### src/rtl/mac_share_ctrl.sv
// Round-robin arbiter sharing one combinational multiplier between NUM_REQ requesters,
// with a private accumulator per requester and a backpressured, id-tagged result port.
module mac_share_ctrl #(
    parameter int unsigned A_WIDTH   = 7,
    parameter int unsigned B_WIDTH   = 4,
    parameter int unsigned NUM_REQ   = 4,
    parameter int unsigned ACC_WIDTH = 16
) (
    input  logic                         clk,
    input  logic                         rst_n,
    input  logic [NUM_REQ-1:0]           req_valid,
    output logic [NUM_REQ-1:0]           req_ready,
    input  logic [NUM_REQ*A_WIDTH-1:0]   req_a,
    input  logic [NUM_REQ*B_WIDTH-1:0]   req_b,
    input  logic [NUM_REQ-1:0]           req_acc,
    output logic [A_WIDTH-1:0]           mul_a,
    output logic [B_WIDTH-1:0]           mul_b,
    input  logic [A_WIDTH+B_WIDTH-1:0]   mul_p,
    output logic                         res_valid,
    input  logic                         res_ready,
    output logic [ACC_WIDTH-1:0]         res_data,
    output logic [$clog2(NUM_REQ)-1:0]   res_id,
    output logic                         busy
);

    localparam int unsigned IdW = $clog2(NUM_REQ);

    typedef enum logic [1:0] {StIdle, StCompute, StResult} state_e;

    state_e               state_q, state_d;
    logic [IdW-1:0]       last_grant_q;
    logic [IdW-1:0]       grant_id;
    logic                 grant_found;
    int unsigned          idx;

    logic [A_WIDTH-1:0]   sel_a, op_a_q;
    logic [B_WIDTH-1:0]   sel_b, op_b_q;
    logic                 sel_acc, op_acc_q;
    logic [IdW-1:0]       op_id_q;

    logic [ACC_WIDTH-1:0] acc_q [NUM_REQ];
    logic [ACC_WIDTH-1:0] acc_cur, acc_new;
    logic                 res_valid_q;
    logic [ACC_WIDTH-1:0] res_data_q;
    logic [IdW-1:0]       res_id_q;

    // Search starts one past the previous winner so every holder is served within NUM_REQ ops.
    always_comb begin
        grant_found = 1'b0;
        grant_id    = '0;
        idx         = 0;
        for (int unsigned k = 1; k <= NUM_REQ; k++) begin
            idx = (32'(last_grant_q) + k) % NUM_REQ;
            if (!grant_found && req_valid[IdW'(idx)]) begin
                grant_found = 1'b1;
                grant_id    = IdW'(idx);
            end
        end
    end

    always_comb begin
        sel_a   = '0;
        sel_b   = '0;
        sel_acc = 1'b0;
        for (int unsigned i = 0; i < NUM_REQ; i++) begin
            if (grant_id == IdW'(i)) begin
                sel_a   = req_a[i*A_WIDTH +: A_WIDTH];
                sel_b   = req_b[i*B_WIDTH +: B_WIDTH];
                sel_acc = req_acc[i];
            end
        end
    end

    always_comb begin
        acc_cur = op_acc_q ? acc_q[op_id_q] : '0;
        acc_new = acc_cur + ACC_WIDTH'(mul_p);
    end

    always_ff @(posedge clk or negedge rst_n) begin
        if (!rst_n) begin
            state_q <= StIdle;
        end else begin
            state_q <= state_d;
        end
    end

    always_comb begin
        state_d = state_q;
        case (state_q)
            StIdle:    if (grant_found) state_d = StCompute;
            StCompute: state_d = StResult;
            StResult:  if (res_ready) state_d = StIdle;
            default:   state_d = StIdle;
        endcase
    end

    always_comb begin
        req_ready = '0;
        if (state_q == StIdle && grant_found) begin
            req_ready[grant_id] = 1'b1;
        end
        busy      = (state_q != StIdle);
        mul_a     = op_a_q;
        mul_b     = op_b_q;
        res_valid = res_valid_q;
        res_data  = res_data_q;
        res_id    = res_id_q;
    end

    always_ff @(posedge clk or negedge rst_n) begin
        if (!rst_n) begin
            last_grant_q <= IdW'(NUM_REQ - 1);
            op_a_q       <= '0;
            op_b_q       <= '0;
            op_acc_q     <= 1'b0;
            op_id_q      <= '0;
            res_valid_q  <= 1'b0;
            res_data_q   <= '0;
            res_id_q     <= '0;
            for (int unsigned i = 0; i < NUM_REQ; i++) begin
                acc_q[i] <= '0;
            end
        end else begin
            if (state_q == StIdle && grant_found) begin
                op_a_q       <= sel_a;
                op_b_q       <= sel_b;
                op_acc_q     <= sel_acc;
                op_id_q      <= grant_id;
                last_grant_q <= grant_id;
            end
            if (state_q == StCompute) begin
                acc_q[op_id_q] <= acc_new;
                res_data_q     <= acc_new;
                res_id_q       <= op_id_q;
                res_valid_q    <= 1'b1;
            end
            if (state_q == StResult && res_ready) begin
                res_valid_q <= 1'b0;
            end
        end
    end

endmodule

### config.mk
export PLATFORM = sky130hd
export DESIGN_NAME = mac_share_ctrl
export DESIGN_NICKNAME = d
export VERILOG_FILES = /design/src/rtl/mac_share_ctrl.sv
export SDC_FILE = /design/constraint.sdc
export NUM_CORES = 1
export LEC_CHECK = 0
export CORE_ASPECT_RATIO = 1.25
export CORE_MARGIN = 5
export CORE_UTILIZATION = 47
export CTS_CLUSTER_SIZE = 8
export DETAILED_ROUTE_END_ITERATION = 8
export HOLD_SLACK_MARGIN = 0.08
export PLACE_DENSITY_LB_ADDON = 0.3
export SLEW_MARGIN = 20
export SYNTH_ARGS = -nofsm -noshare
export SYNTH_HDL_FRONTEND = slang
export SYNTH_SLANG_ARGS = --single-unit
### constraint.sdc
create_clock -name clk -period 3.04 [get_ports clk]
set_input_delay 0.76 -clock clk [delete_from_list [all_inputs] [get_ports clk]]
set_output_delay 0.76 -clock clk [all_outputs]
set_load 0.01 [all_outputs]
==> flow_summary.json, run 1 <==
{
  "r2r-start": "op_id_q[0]",
  "clock_latency_ps": 340,
  "synthTopCellsByCount": "99 x dfrtp_1, 93 x nand2_1, 68 x o21ai_0, 24 x mux4_2, 20 x clkbuf_1",
  "synth_edf_count": 0,
  "design_area_um2": 7130,
  "track_usage_pct": 19.8,
  "critical-path-slowest-cell": "mux4_2",
  "vias_per_cell": 5.49,
  "leakagePower_nw": 3.14,
  "io_pins": 101,
  "grt_max_degree": 53,
  "p_int_mw": 5.23,
  "combPwrFrac_pct": 57.2,
  "place.gp.congestion": 0.851,
  "fill_cells": 797,
  "clock_sinks": 101,
  "hp-class": "primary input to asynchronous set/reset pin",
  "synth.area.top_cells": "dfrtp_1 48%, mux4_2 10%, nand2_1 6.8%",
  "die_height_um": 127,
  "layoutNonFillerInstCount": 742,
  "clock_path_buffers": 2,
  "worstSetupPathType": "flip-flop to flip-flop",
  "async_reset_ff_share_pct": 100,
  "clk_pin_slew_ps": 60,
  "clock_power_share_pct": 14.1,
  "yosysMostFrequentCell": "dfrtp_1",
  "max_freq_ghz": 0.334,
  "syn_to_final_growth_pct": 38.1,
  "synth_area_leader_cell": "dfrtp_1",
  "rsz0062_at_grt": "true",
  "netlist_instances": 473,
  "htreeDepth": 3,
  "antenna_cells": 0,
  "coreArea_um2": 10700,
  "grt_antenna_before_repair": 0,
  "hold_viol": 0,
  "dr.pass1.iters": 4,
  "p_per_area_nw_per_um2": 1180,
  "yosysTopAreaCellShare_pct": 48.0,
  "setup_slack_ps": 49.7,
  "post-route-min-period_ps": 2990,
  "grt_pass1_wl_mm": 21.3,
  "grt_pass1_vias": 4494,
  "synth_area_um2": 5160,
  "syn-num-nets": 551,
  "slew_violations": 0,
  "initial_core_util_pct": 48.4,
  "critPathRequiredTime_ps": 3230,
  "num_rows": 42,
  "fin_skew_ps": 6.06,
  "yosysWarnings": 0,
  "cp-start-kind": "flip-flop",
  "cts_hold_buf": 0,
  "drv_cap": 0,
  "seqPwrFrac_pct": 28.8,
  "reg2reg_to": "acc_q[23]",
  "max-vdd-ir-drop_mv": 0.543,
  "worst-path-max-fanout": 7,
  "grt-ovfl-total": 0,
  "drive_gt1_share_pct": 27.2,
  "power.switching_mw": 3.21,
  "cts_tree": "built",
  "rrSetupSlack_ps": 50,
  "io_buffers": 100,
  "ant_nets": 0,
  "dr_total_vias": 4075,
  "cts_buffers": 9,
  "ys_ff_latch": 101,
  "die_area_um2": 13200,
  "end_kind": "flip-flop",
  "drcViolationCount": 0,
  "synth_ff_type": "dfrtp_1",
  "rr_worst_depth": 11,
  "fin_nets": 683,
  "switching_share_pct": 38.0,
  "setup_viol": 0,
  "syn_area_per_cell_um2": 10.9,
  "yosysUniqueCellTypes": 53,
  "cpPeakStageDelay_ps": 480,
  "wl_per_cell_um": 17.2,
  "fin_tns_setup_ps": 0,
  "dp_hpwl_mm": 9.25,
  "dp_slack_ps": -510,
  "totalWireLength_mm": 12.8,
  "slew_headroom_pct": 29.6,
  "place_inst": 719,
  "yosysSeqAreaShare_pct": 49.0,
  "place_area_um2": 6540,
  "cp_cell_sequence": "buf_12 > mux4_2 > and2_4 > ha_4 > or3_4 > a21oi_2 > nor2_1 > nor2_2 > buf_4 > xor2_4 > o21ai_0",
  "drtIter0Drc": 192,
  "finalCritPeriodShare_pct": 98.4,
  "run_status": "completed",
  "arrival_ps": 3180,
  "die_w_um": 104,
  "tightest_slew_ps": 1060,
  "cts.root.buffer_cell": "clkbuf_16"
}
## layer usage
layer / wire length [um] / GRT usage (%)
met1: 4960 / 22.3
met2: 6680 / 34.9
met3: 894 / 6.61
met4: 265 / 7.01
met5: 0 / 0
## worst max-delay path: cells and delay by family, from the launching register on
family	cells	cell delay [ps]
adder cells (fa/ha/maj)	1	170
flip-flops	1	470
AO/OA/AOI/OAI	2	370
multiplexers	1	480
AND/OR/NAND/NOR	4	810
XOR/XNOR	1	210
buffers and inverters	2	310
## power groups by stage
stage	clock, mW	sequential [mW]	combinational, mW
final	1.19	2.43	4.83
after CTS	1.20	2.43	4.39
after global placement	0	2.39	4.15
after floorplan	0	2.39	2.68
after detailed placement	0	2.44	4.26
after global routing	1.26	2.51	5.31
## cells in the final DEF, fill, tap and decap left out, drive strengths merged, types with 3 or more instances in the layout
master and count:
dfrtp 99, nand2 93, clkdlybuf4s50 91, o21ai 84, buf 52, mux4 27, mux2 21, nor2 17
clkbuf 13, and2 12, a21oi 12, ha 11, a21o 7, inv 7, xnor2 6, xor2 6
dlygate4sd2 5, nand2b 5, o21a 4, mux2i 3, o211ai 3
## cell families (layout without fill, tap and decap cells)
| logic type | Yosys count | in the layout | share of synthesized area [%] |
|---|---|---|---|
| buf+inv | 36 | 173 | 3.08 |
| mux | 51 | 51 | 17.6 |
| compound gates | 122 | 122 | 13.5 |
| xor+xnor | 12 | 12 | 2.03 |
| flops | 101 | 101 | 49.0 |
| simple gates | 139 | 139 | 11.8 |
| fa+ha+maj | 12 | 12 | 3.05 |
## how the worst max path moves through the flow
stage,from,to,slack (ps)
6_report,op_id_q[0],acc_q[23],50
5_1_grt,op_id_q[0],acc_q[57],-60
4_1_cts,op_id_q[0],acc_q[24],6
3_5_place_dp,req_valid[2],req_ready[0],-510
3_3_place_gp,req_valid[2],req_ready[0],-480
2_1_floorplan,op_id_q[1],acc_q[24],10
## sequential cells by signal, indices dropped and copies added (netlist names)
| name | flops |
|---|---|
| state_q | 2 |
| res_data | 16 |
| mul_a | 7 |
| res_id | 2 |
| op_acc_q | 1 |
| mul_b | 4 |
| last_grant_q | 2 |
| res_valid | 1 |
| op_id_q | 2 |
| acc_q | 64 |
## timing repair
action                     CTS  global route
setup endpoints to repair   48            37
gates resized for setup     31            49
pin swaps                    3            23
buffers inserted             0             7
## per-stage QoR
stage	hold slack (ps)	utilization, %	power, mW
floorplan	444	-	5.07
detailed placement	467	61.3	6.70
global route	493	66.9	9.08
CTS	471	64.6	8.02
finish	449	66.9	8.45
global placement	456	61.3	6.53
## layout make-up
cell class / instances / area [um^2] / share of cell area [%]
inverters: 8 / 30.0 / 0.421
well taps: 132 / 165 / 2.31
repair buffers: 149 / 1380 / 19.3
clock inverters: 3 / 42.5 / 0.596
multi-input cells: 336 / 2720 / 38.1
clock buffers: 13 / 270 / 3.79
flip-flops and latches: 101 / 2530 / 35.5
Power figures use the tool's default switching activity.
==> inputs of run 2 (changes only) <==
--- a/config.mk
+++ b/config.mk
@@ -6,7 +6,7 @@
 export NUM_CORES = 1
 export LEC_CHECK = 0
 export CORE_ASPECT_RATIO = 1.25
-export CORE_MARGIN = 5
+export CORE_MARGIN = 2
 export CORE_UTILIZATION = 47
 export CTS_CLUSTER_SIZE = 8
 export DETAILED_ROUTE_END_ITERATION = 8
==> flow_summary.json, run 2 (synthesized netlist as in run 1, its figures left out) <==
{
  "hp-class": "primary input to asynchronous set/reset pin",
  "crit_family": "simple AND/OR/NAND/NOR gates",
  "dp_hpwl_mm": 8.93,
  "largest_register_ff_count": 64,
  "antenna_cells": 0,
  "setup_viol": 0,
  "hold_ws_ps": 449,
  "slew_headroom_pct": 29.6,
  "slew_violations": 0,
  "io_buffers": 100,
  "drcViolationCount": 0,
  "largest-register": "acc_q",
  "final_cell_mix": "99 x dfrtp_1, 91 x nand2_1, 91 x clkdlybuf4s50_1",
  "p_per_area_nw_per_um2": 1180,
  "initial_core_util_pct": 48.4,
  "grt-ovfl-total": 0,
  "place.gp.congestion": 0.799,
  "clk_pin_slew_ps": 70,
  "io_pins": 101,
  "htreeDepth": 3,
  "final_util_pct": 67.1,
  "grt_pass1_wl_mm": 20.5,
  "final_common_cell": "dfrtp_1",
  "die_area_um2": 11800,
  "fin_nets": 687,
  "cp-start-kind": "flip-flop",
  "totalWireLength_mm": 12.6,
  "rsz0062_at_grt": "true",
  "clock_latency_ps": 340,
  "max_freq_ghz": 0.339,
  "cts_hold_buf": 0,
  "cpPeakStageDelay_ps": 480,
  "worstSetupPathType": "flip-flop to flip-flop",
  "dp_slack_ps": -494,
  "tightest_slew_ps": 1060,
  "cts.root.buffer_cell": "clkbuf_16",
  "grt_max_degree": 52,
  "drtIter0Drc": 200,
  "finalCritPeriodShare_pct": 97.0,
  "fill_cells": 781,
  "track_usage_pct": 21.7,
  "critical-path-slowest-cell": "mux4_2",
  "run_status": "completed",
  "dr.pass1.iters": 4,
  "wl_per_cell_um": 16.9,
  "cp_cell_sequence": "buf_6 > buf_6 > mux4_2 > and2_4 > ha_4 > or3_4 > a21oi_2 > nor2_1 > nor2_2 > o21bai_1 > xnor2_1 > buf_4 > o21ai_2",
  "setup_slack_ps": 90.7,
  "cts_buffers": 9,
  "clock_path_buffers": 2,
  "syn_to_final_growth_pct": 38.7,
  "grt_antenna_before_repair": 0,
  "die_height_um": 121,
  "cts_tree": "built",
  "die_w_um": 97.8,
  "coreArea_um2": 10700,
  "fin_skew_ps": 8.21,
  "critPathRequiredTime_ps": 3230,
  "arrival_ps": 3140,
  "worst-path-max-fanout": 7,
  "drv_cap": 0,
  "ant_nets": 0,
  "num_rows": 42,
  "grt_pass1_vias": 4382,
  "drive_gt1_share_pct": 27.4,
  "post-route-min-period_ps": 2950,
  "end_kind": "flip-flop",
  "hold_viol": 0,
  "vias_per_cell": 5.48,
  "dr_total_vias": 4090,
  "max-vdd-ir-drop_mv": 0.606,
  "leakagePower_nw": 3.16,
  "path_buf_inv": 3,
  "clock_sinks": 101,
  "cpMostUsedCell": "buf_6"
}
-- run 2: routing by layer --
metal	part of all wire, %	track usage [%]	vias up
met1	41	26.0	2003
met3	6.3	6.05	13
met2	52	38.3	124
li1	-	-	1950
met4	1.2	6.77	0
met5	0	0	-
-- run 2: worst reg2reg max path, cell delays in order (launching register included) --
cell and delay, ps:
dfrtp_1 430, buf_6 180, buf_6 120, mux4_2 480
and2_4 180, ha_4 170, or3_4 320, a21oi_2 170
nor2_1 70, nor2_2 180, o21bai_1 120, xnor2_1 170
buf_4 160, o21ai_2 50
-- run 2: worst paths after layout --
kind,startpoint,to,slack (ps),cells after the start
max,op_id_q[0],acc_q[57],90,13
min,rst_n,mul_a[0],450,1
max reg2reg,op_id_q[0],acc_q[57],90,13
min reg2reg,acc_q[57],acc_q[57],480,2
max in group asynchronous,rst_n,last_grant_q[0],1820,2
min in group clk,acc_q[57],acc_q[57],480,2
-- run 2: stage by stage --
step	cells	TNS, ps	area (um^2)	total power [mW]
2_1_floorplan	473	0	5180	5.07
3_3_place_gp	722	-4930	6560	6.56
3_5_place_dp	722	-7410	6560	6.74
4_1_cts	741	0	6910	8.03
5_1_grt	746	-783	7160	9.08
6_report	746	0	7160	8.45
-- run 2: area by class of cell --
type                    count  area [um^2]  area share [%]
repair buffers            153         1420            19.9
multi-input cells         336         2710            37.9
clock buffers               9          225            3.14
well taps                 132          165            2.31
inverters                   8         30.0           0.419
clock inverters             7         75.1            1.05
flip-flops and latches    101         2530            35.3
-- run 2: repair_timing --
item | in CTS | in global routing
pin swaps | 7 | 19
setup buffers | 3 | 5
setup endpoints to repair | 43 | 47
gates resized for setup | 26 | 54
-- run 2: where the power goes --
group	switching (mW)	internal, mW	total [mW]
clock	0.504	0.642	1.15
combinational	2.34	2.55	4.89
sequential	0.393	2.02	2.42
